$ cat config.mk
export PLATFORM = sky130hd
export DESIGN_NAME = time_keeper
export DESIGN_NICKNAME = d
export VERILOG_FILES = /design/src/rtl/time_keeper.sv
export SDC_FILE = /design/constraint.sdc
export NUM_CORES = 1
export LEC_CHECK = 0
export ABC_AREA = 1
export BUFFER_PORTS_ARGS = -buffer_cell sky130_fd_sc_hd__buf_2
export CORE_MARGIN = 2
export CORE_UTILIZATION = 54
export DETAILED_ROUTE_END_ITERATION = 10
export GPL_TIMING_DRIVEN = 0
export PLACE_DENSITY = 0.76
export REMOVE_ABC_BUFFERS = 1
export SYNTH_ARGS = -nofsm -noshare
export SYNTH_HDL_FRONTEND = slang
export SYNTH_SLANG_ARGS = --single-unit
export TNS_END_PERCENT = 50
$ cat constraint.sdc
create_clock -name clk -period 1.5 [get_ports clk]
set_input_delay 0.15 -clock clk [delete_from_list [all_inputs] [get_ports clk]]
set_output_delay 0.15 -clock clk [all_outputs]
set_load 0.05 [all_outputs]
$ cat src/rtl/time_keeper.sv
`default_nettype none
// ============================================================================
// Module  : time_keeper
// Brief   : HH:MM:SS timekeeper with a 1 Hz prescaler and a RUN/SET_HOUR/SET_MIN
//           set mode. Define TWELVE_HOUR_EN for a 1..12 hour range with a pm flag.
// Rev     : 1.0
// ============================================================================
module time_keeper #(
    parameter int CLK_HZ = 50000000
) (
    input  logic       clk,
    input  logic       rst_n,
    input  logic       mode_btn,
    input  logic       inc_btn,
    output logic [5:0] sec,
    output logic [5:0] min,
    output logic [5:0] hour,
    output logic       pm,
    output logic       tick_1hz,
    output logic [1:0] set_state
);

    localparam int                 C_PRE_W   = $clog2(CLK_HZ);
    localparam logic [C_PRE_W-1:0] C_PRE_TOP = C_PRE_W'(CLK_HZ - 1);

`ifdef TWELVE_HOUR_EN
    localparam logic [5:0] C_HOUR_RST = 6'd12;
    localparam logic [5:0] C_HOUR_MIN = 6'd1;
    localparam logic [5:0] C_HOUR_MAX = 6'd12;
`else
    localparam logic [5:0] C_HOUR_RST = 6'd0;
    localparam logic [5:0] C_HOUR_MIN = 6'd0;
    localparam logic [5:0] C_HOUR_MAX = 6'd23;
`endif

    typedef enum logic [1:0] {
        RUN      = 2'b00,
        SET_HOUR = 2'b01,
        SET_MIN  = 2'b10
    } state_t;

    state_t             r_state;
    logic [C_PRE_W-1:0] r_prescale;
    logic [C_PRE_W-1:0] w_prescale_nxt;
    logic [5:0]         w_hour_inc;
    logic [5:0]         w_min_inc;
    logic               w_pm_flip;

    assign w_prescale_nxt = (r_prescale == C_PRE_TOP) ? '0 : r_prescale + C_PRE_W'(1);
    assign w_hour_inc     = (hour == C_HOUR_MAX) ? C_HOUR_MIN : hour + 6'd1;
    assign w_min_inc      = (min == 6'd59) ? 6'd0 : min + 6'd1;
    assign set_state      = r_state;

    // Only a running carry from 11 into 12 flips the half-day; setting never does.
`ifdef TWELVE_HOUR_EN
    assign w_pm_flip = (hour == 6'd11);
`else
    assign w_pm_flip = 1'b0;
`endif

    always_ff @(posedge clk or negedge rst_n) begin
        if (!rst_n) begin
            r_state    <= RUN;
            r_prescale <= '0;
            tick_1hz   <= 1'b0;
            sec        <= 6'd0;
            min        <= 6'd0;
            hour       <= C_HOUR_RST;
            pm         <= 1'b0;
        end else begin
            tick_1hz <= 1'b0;
            if (mode_btn) begin
                // Any state change restarts the second so RUN re-entry gets a full period.
                r_prescale <= '0;
                case (r_state)
                    RUN: begin
                        r_state <= SET_HOUR;
                        sec     <= 6'd0;
                    end
                    SET_HOUR: r_state <= SET_MIN;
                    default:  r_state <= RUN;
                endcase
            end else begin
                case (r_state)
                    RUN: begin
                        r_prescale <= w_prescale_nxt;
                        tick_1hz   <= (w_prescale_nxt == C_PRE_TOP);
                        if (tick_1hz) begin
                            if (sec == 6'd59) begin
                                sec <= 6'd0;
                                if (min == 6'd59) begin
                                    min  <= 6'd0;
                                    hour <= w_hour_inc;
                                    if (w_pm_flip) begin
                                        pm <= ~pm;
                                    end
                                end else begin
                                    min <= min + 6'd1;
                                end
                            end else begin
                                sec <= sec + 6'd1;
                            end
                        end
                    end
                    SET_HOUR: begin
                        if (inc_btn) begin
                            hour <= w_hour_inc;
                        end
                    end
                    default: begin
                        if (inc_btn) begin
                            min <= w_min_inc;
                        end
                    end
                endcase
            end
        end
    end

endmodule
`default_nettype wire

== Word level (Yosys, flattened, before mapping) ==
Cells that the tools add are included.
Word-level totals
  bits in registers: 47
  bits of input ports: 4
  word-level logic and storage cells: 52
Cells by class
  $add $sub $neg: 4
  eq/ne operators: 10
  muxes and demuxes: 22
  bitwise gates (word level): 2
  reductions and logical operators: 8
Operators by type and width (count)
  2-to-1 mux 6 bit: 14
  2-to-1 mux 26 bit: 3
  == test 26 bit, second input constant: 2
  adder 26 x 1 -> 26 bit, second input constant: 1
  one-hot mux 6 bit (2 select lines): 2
  adder 6 x 1 -> 6 bit, second input constant: 3
  == test 6 bit, second input constant: 2
  inequality test 2 bit, second input constant: 4
  nonzero test 2 bit: 4
  == test 6 x 5 -> 1 bit, second input constant: 1
  AND reduction 6 bit: 1
  AND reduction 5 bit: 1
  one-hot mux 2 bit (2 select lines): 1
  == test 2 x 1 -> 1 bit, second input constant: 1
  logical NOT 2 bit: 1
  2-to-1 mux 1 bit: 2
  inverter 1 bit: 2
  AND reduction 2 bit: 1

== Logic depth before layout (Yosys ltp) ==
Gate-level depths: netlist of run 1.
  word-level depth: 6
  depth in mapped cells: 13

== Worst setup path after synthesis of run 1 ==
No wires, ideal clock.
  path type: flip-flop to flip-flop
  start point: register sec[0]
  end point: register hour[5]
  library setup time: 0.141 ns
  arrival time: 1.787 ns
  data required time: 1.359 ns
  slack: -0.429 ns
  stages on the path, launching flop included: 8
  path buffers: 0
  clock period less this slack: 1.929 ns
  path through: dfrtp_1 ha_1 nand3_1 o21ai_1 nand3_1 nor3_2 nand2_1 xnor2_1
On the way
  longest elaborated chain between the ends: 3
Ends and longest elaborated chain
  start, declared: line 15  | output logic [5:0] sec,
  start signal, assigned: line 101  | sec <= sec + 6'd1;
  == test 6 bit: line 89  | if (sec == 6'd59) begin
  inequality test 2 bit (no line)
  AND reduction 6 bit (no line)
  end signal, assigned: line 93  | hour <= w_hour_inc;
  end signal, assigned: line 107  | hour <= w_hour_inc;
  end, declared: line 17  | output logic [5:0] hour,
Every way passes these cells.
A chain may end at the register's enable or synchronous reset.

== Worst setup path in the final report of run 1 ==
  start point: register r_prescale[1]
  end point: register tick_1hz
On the way
  longest elaborated chain between the ends: 5
  elaborated cells between the ends (all ways): 6
Ends and longest elaborated chain
  start, declared: line 43  | logic [C_PRE_W-1:0] r_prescale;
  start signal, assigned: line 86  | r_prescale <= w_prescale_nxt;
  adder 26 x 1 -> 26 bit / == test 26 bit (equally long branches): line 49  | assign w_prescale_nxt = (r_prescale == C_PRE_TOP) ? '0 : r_prescale + C_PRE_W'(1);
  2-to-1 mux 26 bit *: line 49
  == test 26 bit *: line 87  | tick_1hz <= (w_prescale_nxt == C_PRE_TOP);
  2-to-1 mux 1 bit *: line 84  | case (r_state)
  2-to-1 mux 1 bit *: line 72  | if (mode_btn) begin
  end signal, assigned: line 87
  end, declared: line 19  | output logic tick_1hz,
Every way passes the cells marked *; elsewhere a longest branch is shown, timed or not.

==> results of run 1 <==
[through the flow]
step	utilization	TNS (ns)	setup WS [ns]	cells
2_1_floorplan	-	-9.52	-0.429	388
3_3_place_gp	0.605	-11.20	-0.638	482
3_5_place_dp	0.605	-11.23	-0.627	482
4_1_cts	0.693	-3.43	-0.300	506
5_1_grt	0.733	-7.77	-0.464	515
6_report	0.733	-3.90	-0.361	515
[cell usage after synthesis (all sizes together)]
master  count
clkinv      1
nor3        6
xor2       12
buf         1
a21oi      12
o22ai      14
ha          4
xnor2       2
clkbuf      4
inv        51
a22o        4
o21a        2
and3        1
nor4        2
nand4       7
nand2      99
conb        1
nand3      36
dfrtp      47
nor2       64
a32o        2
o21ai      21
[power by group through the flow]
stage	Clock [mW]	Sequential, mW	Combinational, mW
after CTS	1.13	1.65	1.74
after global placement	0	1.66	1.45
final	1.12	1.65	1.95
after detailed placement	0	1.67	1.48
after floorplan	0	2.18	0.577
after global routing	1.18	1.69	2.09
[cell families after synthesis]
logic type	Yosys count	share of synthesized area
and+or+nand+nor	215	0.356
buffers and inverters	57	0.0743
AOI/OAI and AO/OA	55	0.111
DFF	47	0.399
xor gates and xnor gates	14	0.0416
adders and majority gates	4	0.0170
other	1	0.00127
[layer usage]
metal | up-vias | wire length [um] | global-route usage
li1 | 1381 | - | -
met1 | 1389 | 3260 | 0.344
met2 | 136 | 3860 | 0.441
met3 | 36 | 510 | 0.0523
met4 | 0 | 231 | 0.0946
met5 | - | 0 | 0
[state kept, by name, indices dropped and copies added (netlist names)]
signal / count
r_prescale: 26
hour: 6
min: 6
sec: 6
set_state: 2
tick_1hz: 1
[how the worst max path moves through the flow]
stage | from | to | slack (ns) | depth (start not counted)
3_3_place_gp | set_state[1] | tick_1hz | -0.64 | 9
4_1_cts | r_prescale[1] | tick_1hz | -0.30 | 13
5_1_grt | r_prescale[1] | tick_1hz | -0.46 | 13
2_1_floorplan | sec[0] | hour[5] | -0.43 | 7
6_report | r_prescale[1] | tick_1hz | -0.36 | 13
3_5_place_dp | set_state[1] | tick_1hz | -0.63 | 9
[critical path, delay by kind of cell (launching register included)]
| family | cells | cell delay [ns] |
|---|---|---|
| and+or+nand+nor | 12 | 1.20 |
| DFF | 1 | 0.43 |
| buffers and inverters | 1 | 0.16 |
[final cells by class]
| type | instances | share of cell area |
|---|---|---|
| clock buffers | 5 | 0.0181 |
| clock inverters | 3 | 0.0178 |
| inverters | 52 | 0.0561 |
| multi-input cells | 290 | 0.492 |
| flip-flops and latches | 47 | 0.311 |
| well taps | 70 | 0.0231 |
| repair buffers | 47 | 0.0801 |
| repair inverters | 1 | 0.00198 |
[timing repair]
item / CTS / global route
hold buffers: 0 / 0
endpoints found under the hold margin: 0 / 0
gates cloned: 2 / 0
gates resized for setup: 61 / 34
setup buffers: 14 / 10
pin swaps: 20 / 15
setup endpoints to repair: 43 / 41
==> flow_metrics.tcl, run 1 <==
set metrics [dict create \
    clock.fmax_ghz 0.537 \
    die_x_um 77.9 \
    worst_path_max_delay_cell "dfrtp_1" \
    antenna_found_initial 0 \
    drive_gt1_frac 0.337 \
    fillerInstances 375 \
    critPathCaptureType "flip-flop" \
    power_frac_comb 0.413 \
    synth_top_area_frac 0.399 \
    hold_viol 0 \
    die_area_um2 6070 \
    multi_input_area_um2 1870 \
    dpl.hpwl_um 4890 \
    max-slew-margin-rel 0.303 \
    place.gp.congestion 0.901 \
    yosys.area.top_type "dfrtp_1" \
    worst_setup_path_start_kind "flip-flop" \
    p_sw_mw 2.03 \
    fin_crit_ns 1.86 \
    synth_seq_cells 47 \
    slew_violations 0 \
    grt-ovfl-total 0 \
    crit_top_cell "nand2_2" \
    hold_class "in2async" \
    cts_buffers 5 \
    yosys.cell_types.count 34 \
    rr_worst_depth 13 \
    wl_per_cell_um 15.3 \
    fin_crit_sh 1.24 \
    path_max_fanout 8 \
    die_h_um 77.9 \
    yosys_warnings 0 \
    insertion_delay_ns 0.30 \
    violations "negative setup slack" \
    synthToLayoutAreaGrowth_pct 28.7 \
    clock-sinks 47 \
    arrival_ns 2.10 \
    layout_commonest_cell "nand2_1" \
    ff_latch_area_um2 1180 \
    holdWs_ns 0.0159 \
    skew_ns 0.00398 \
    route.detailed.drc 0 \
    clock_power_share 0.238 \
    r2r-end "tick_1hz" \
    initial_utilization 0.570 \
    clk_path_buf_depth 2 \
    yosys-top-cells-area "dfrtp_1, nand2_1, nor2_1" \
    first_pass_iters 5 \
    io_buffer_count 24 \
    slowest_delay_ns 0.43 \
    power_leakage_nw 1.76 \
    worst_slew_pin_slew_ns 1.04 \
    vias 2942 \
    ant_nets 0 \
    status "finished, violations left" \
    finalPower_mw 4.73 \
    synth_area_um2 2950 \
    syn_inst 393 \
    timing.rr.start "r_prescale[1]" \
    power_density_nw_per_um2 1250 \
    path_clk_slew_ns 0.09 \
    r2r_slack_ns -0.36 \
    final_cell_mix "nand2_1, dfrtp_1, inv_1" \
    required_ns 1.74 \
    h-tree-depth 2 \
    num_rows 26 \
    p_int_mw 2.70 \
    cts_tree "yes" \
    setup_viol 30 \
    nets 452 \
    irDropWorstVdd_v 0.00109 \
    power_frac_seq 0.350 \
    io_pins 26 \
    coreArea_um2 5170 \
    track_usage 0.266 \
    rsz0062_at_grt "yes" \
    cts-root-buf "clkbuf_8" \
    grt_pass1_wl_um 12800 \
    drv_cap 0 \
    fin_area_um2 3790 \
    vias_per_cell 5.71 \
    antennaDiodeCount 0 \
    grt_max_degree 48 \
    first_global_vias 2770 \
    synth.yosys.seq_area_share 0.399 \
    crit_chain "buf_4 -> nand2_2 -> nor2_8 -> nand2_4 -> nor2_4 -> nand2_2 -> nand2_2 -> nand2_2 -> nor2_2 -> nand2_1 -> nor2_1 -> nand3_1 -> nor2_2" \
    drt_wl_total_um 7860 \
    place_area_um2 3130 \
    path_class "reg2reg" \
    syn_avg_cell_area_um2 7.50 \
    netSwitchingFraction 0.430 \
    final.setup.worst_slack_ns -0.361 \
    drt-initial-drc-count 247 \
]
No activity file was read; power rests on OpenSTA's default activity.
==> inputs of run 2 (changes only) <==
Settings changed: GPL_TIMING_DRIVEN 0 to not set.
==> run 2 against run 1 <==
The flow still finishes with violations (negative setup slack); total power is 2.9% higher; clock power shrank 19%; first-iteration DRC count rose by 140%; critical path type unchanged; via count grew 22%; final cell count rose by 15%; core utilization increased by 11 points; global-route usage increased by 6.1 points.
==> flow_metrics.tcl, run 2 (synthesized netlist as in run 1, its figures left out) <==
set metrics [dict create \
    first_global_vias 3231 \
    power_leakage_nw 2.12 \
    required_ns 1.75 \
    grt-ovfl-total 0 \
    path_class "reg2reg" \
    slowest_delay_ns 0.42 \
    setup_viol 32 \
    track_usage 0.327 \
    vias_per_cell 6.09 \
    finalPower_mw 4.86 \
    die_area_um2 6070 \
    grt_max_degree 48 \
    violations "negative setup slack" \
    cts-root-buf "clkbuf_8" \
    critPathCaptureType "flip-flop" \
    antennaDiodeCount 0 \
    dp_slack_ns -0.336 \
    layout_commonest_cell "buf_4" \
    io_pins 26 \
    power_frac_comb 0.483 \
    p_int_mw 2.66 \
    p_sw_mw 2.20 \
    synthToLayoutAreaGrowth_pct 48.6 \
    initial_utilization 0.570 \
    arrival_ns 2.25 \
    final.setup.worst_slack_ns -0.504 \
    coreArea_um2 5170 \
    h-tree-depth 2 \
    largest_reg_flops 26 \
    slew_violations 0 \
    status "finished, violations left" \
    worst_setup_path_start_kind "flip-flop" \
    cts_buffers 5 \
    cts_tree "yes" \
    hold_viol 0 \
    ant_nets 0 \
    fin_tns_setup_ns -7.31 \
    r2r-end "tick_1hz" \
    die_h_um 77.9 \
    power_density_nw_per_um2 1110 \
    path_clk_slew_ns 0.10 \
    first_pass_iters 5 \
    clk_path_buf_depth 2 \
    cp-endpoint "tick_1hz" \
    insertion_delay_ns 0.32 \
    crit_top_cell "nand3_1" \
    route.detailed.drc 0 \
    antenna_found_initial 0 \
    fin_area_um2 4380 \
    power_frac_seq 0.331 \
    fin_crit_ns 2.00 \
    place.gp.congestion 0.971 \
    crit_path_start "r_prescale[0]" \
    nets 529 \
    vias 3603 \
    skew_ns 0.00628 \
    num_rows 26 \
    dpl.hpwl_um 6240 \
    place_area_um2 3820 \
    irDropWorstVdd_v 0.00117 \
    drv_cap 0 \
    clock.fmax_ghz 0.499 \
    holdWs_ns 0.167 \
    layout.cells.non_filler 592 \
    rr_worst_depth 11 \
    final_cell_mix "buf_4, nand2_1, dfrtp_1" \
    placed_cells 570 \
    timing.rr.start "r_prescale[0]" \
    fin_crit_sh 1.34 \
    path_max_fanout 8 \
    drt-initial-drc-count 600 \
    r2r_slack_ns -0.50 \
    rsz0062_at_grt "yes" \
    crit_chain "buf_6 -> clkinvlp_4 -> nor2_8 -> nand2_4 -> nor2_4 -> nand3_1 -> nand2_1 -> nand3_1 -> nor2_1 -> nand3_2 -> nor2_2" \
    drt_wl_total_um 11400 \
    io_buffer_count 24 \
    clock_power_share 0.186 \
    worst_path_max_delay_cell "dfrtp_1" \
    netSwitchingFraction 0.453 \
    drive_gt1_frac 0.421 \
    die_x_um 77.9 \
    hold_class "in2reg" \
    grt_pass1_wl_um 15400 \
    wl_per_cell_um 19.3 \
    regMostFlops "r_prescale" \
    clock-sinks 47 \
    postLayoutCoreUtil 0.847 \
]
## run 2: area by class of cell
type,instances,area [um2]
fillers,270,792
clock buffers,7,96.3
clock inverters,1,7.51
well taps,70,87.6
flip-flops and latches,47,1180
repair buffers,125,932
inverters,52,204
multi-input cells,290,1880
## run 2: how the worst min path moves through the flow
stage / startpoint / endpoint / slack [ns] / depth (start not counted)
finish: mode_btn / set_state[1] / 0.17 / 2
global route: mode_btn / set_state[1] / 0.18 / 2
global placement: rst_n / r_prescale[15] / 0.16 / 2
CTS: mode_btn / set_state[1] / 0.12 / 2
floorplan: rst_n / hour[0] / -0.15 / 0
detailed placement: rst_n / r_prescale[15] / 0.16 / 2
## run 2: per-layer routing
layer,global-route usage,part of all wire
met2,0.532,0.47
met4,0.159,0.066
met1,0.410,0.36
met3,0.0744,0.097
met5,0,0
## run 2: power by group through the flow
stage | registers, mW | logic (mW) | clock network [mW]
after CTS | 1.59 | 2.03 | 0.887
after global routing | 1.64 | 2.47 | 0.945
final | 1.61 | 2.35 | 0.904
after global placement | 1.59 | 1.91 | 0
after floorplan | 2.18 | 0.577 | 0
after detailed placement | 1.60 | 1.95 | 0
## run 2: worst max-delay path: cells and delay by family (launching register included)
family | cells | cell delay [ns]
and+or+nand+nor | 9 | 1.26
buffers and inverters | 2 | 0.26
DFF | 1 | 0.42
## run 2: timing repair
action / in CTS / in global routing
hold buffers: 1 / 0
pin swaps: 16 / 24
buffers inserted: 5 / 9
cloned: 1 / 0
hold endpoints to repair: 47 / 0
gates resized for setup: 41 / 51
endpoints found under the setup margin: 30 / 40
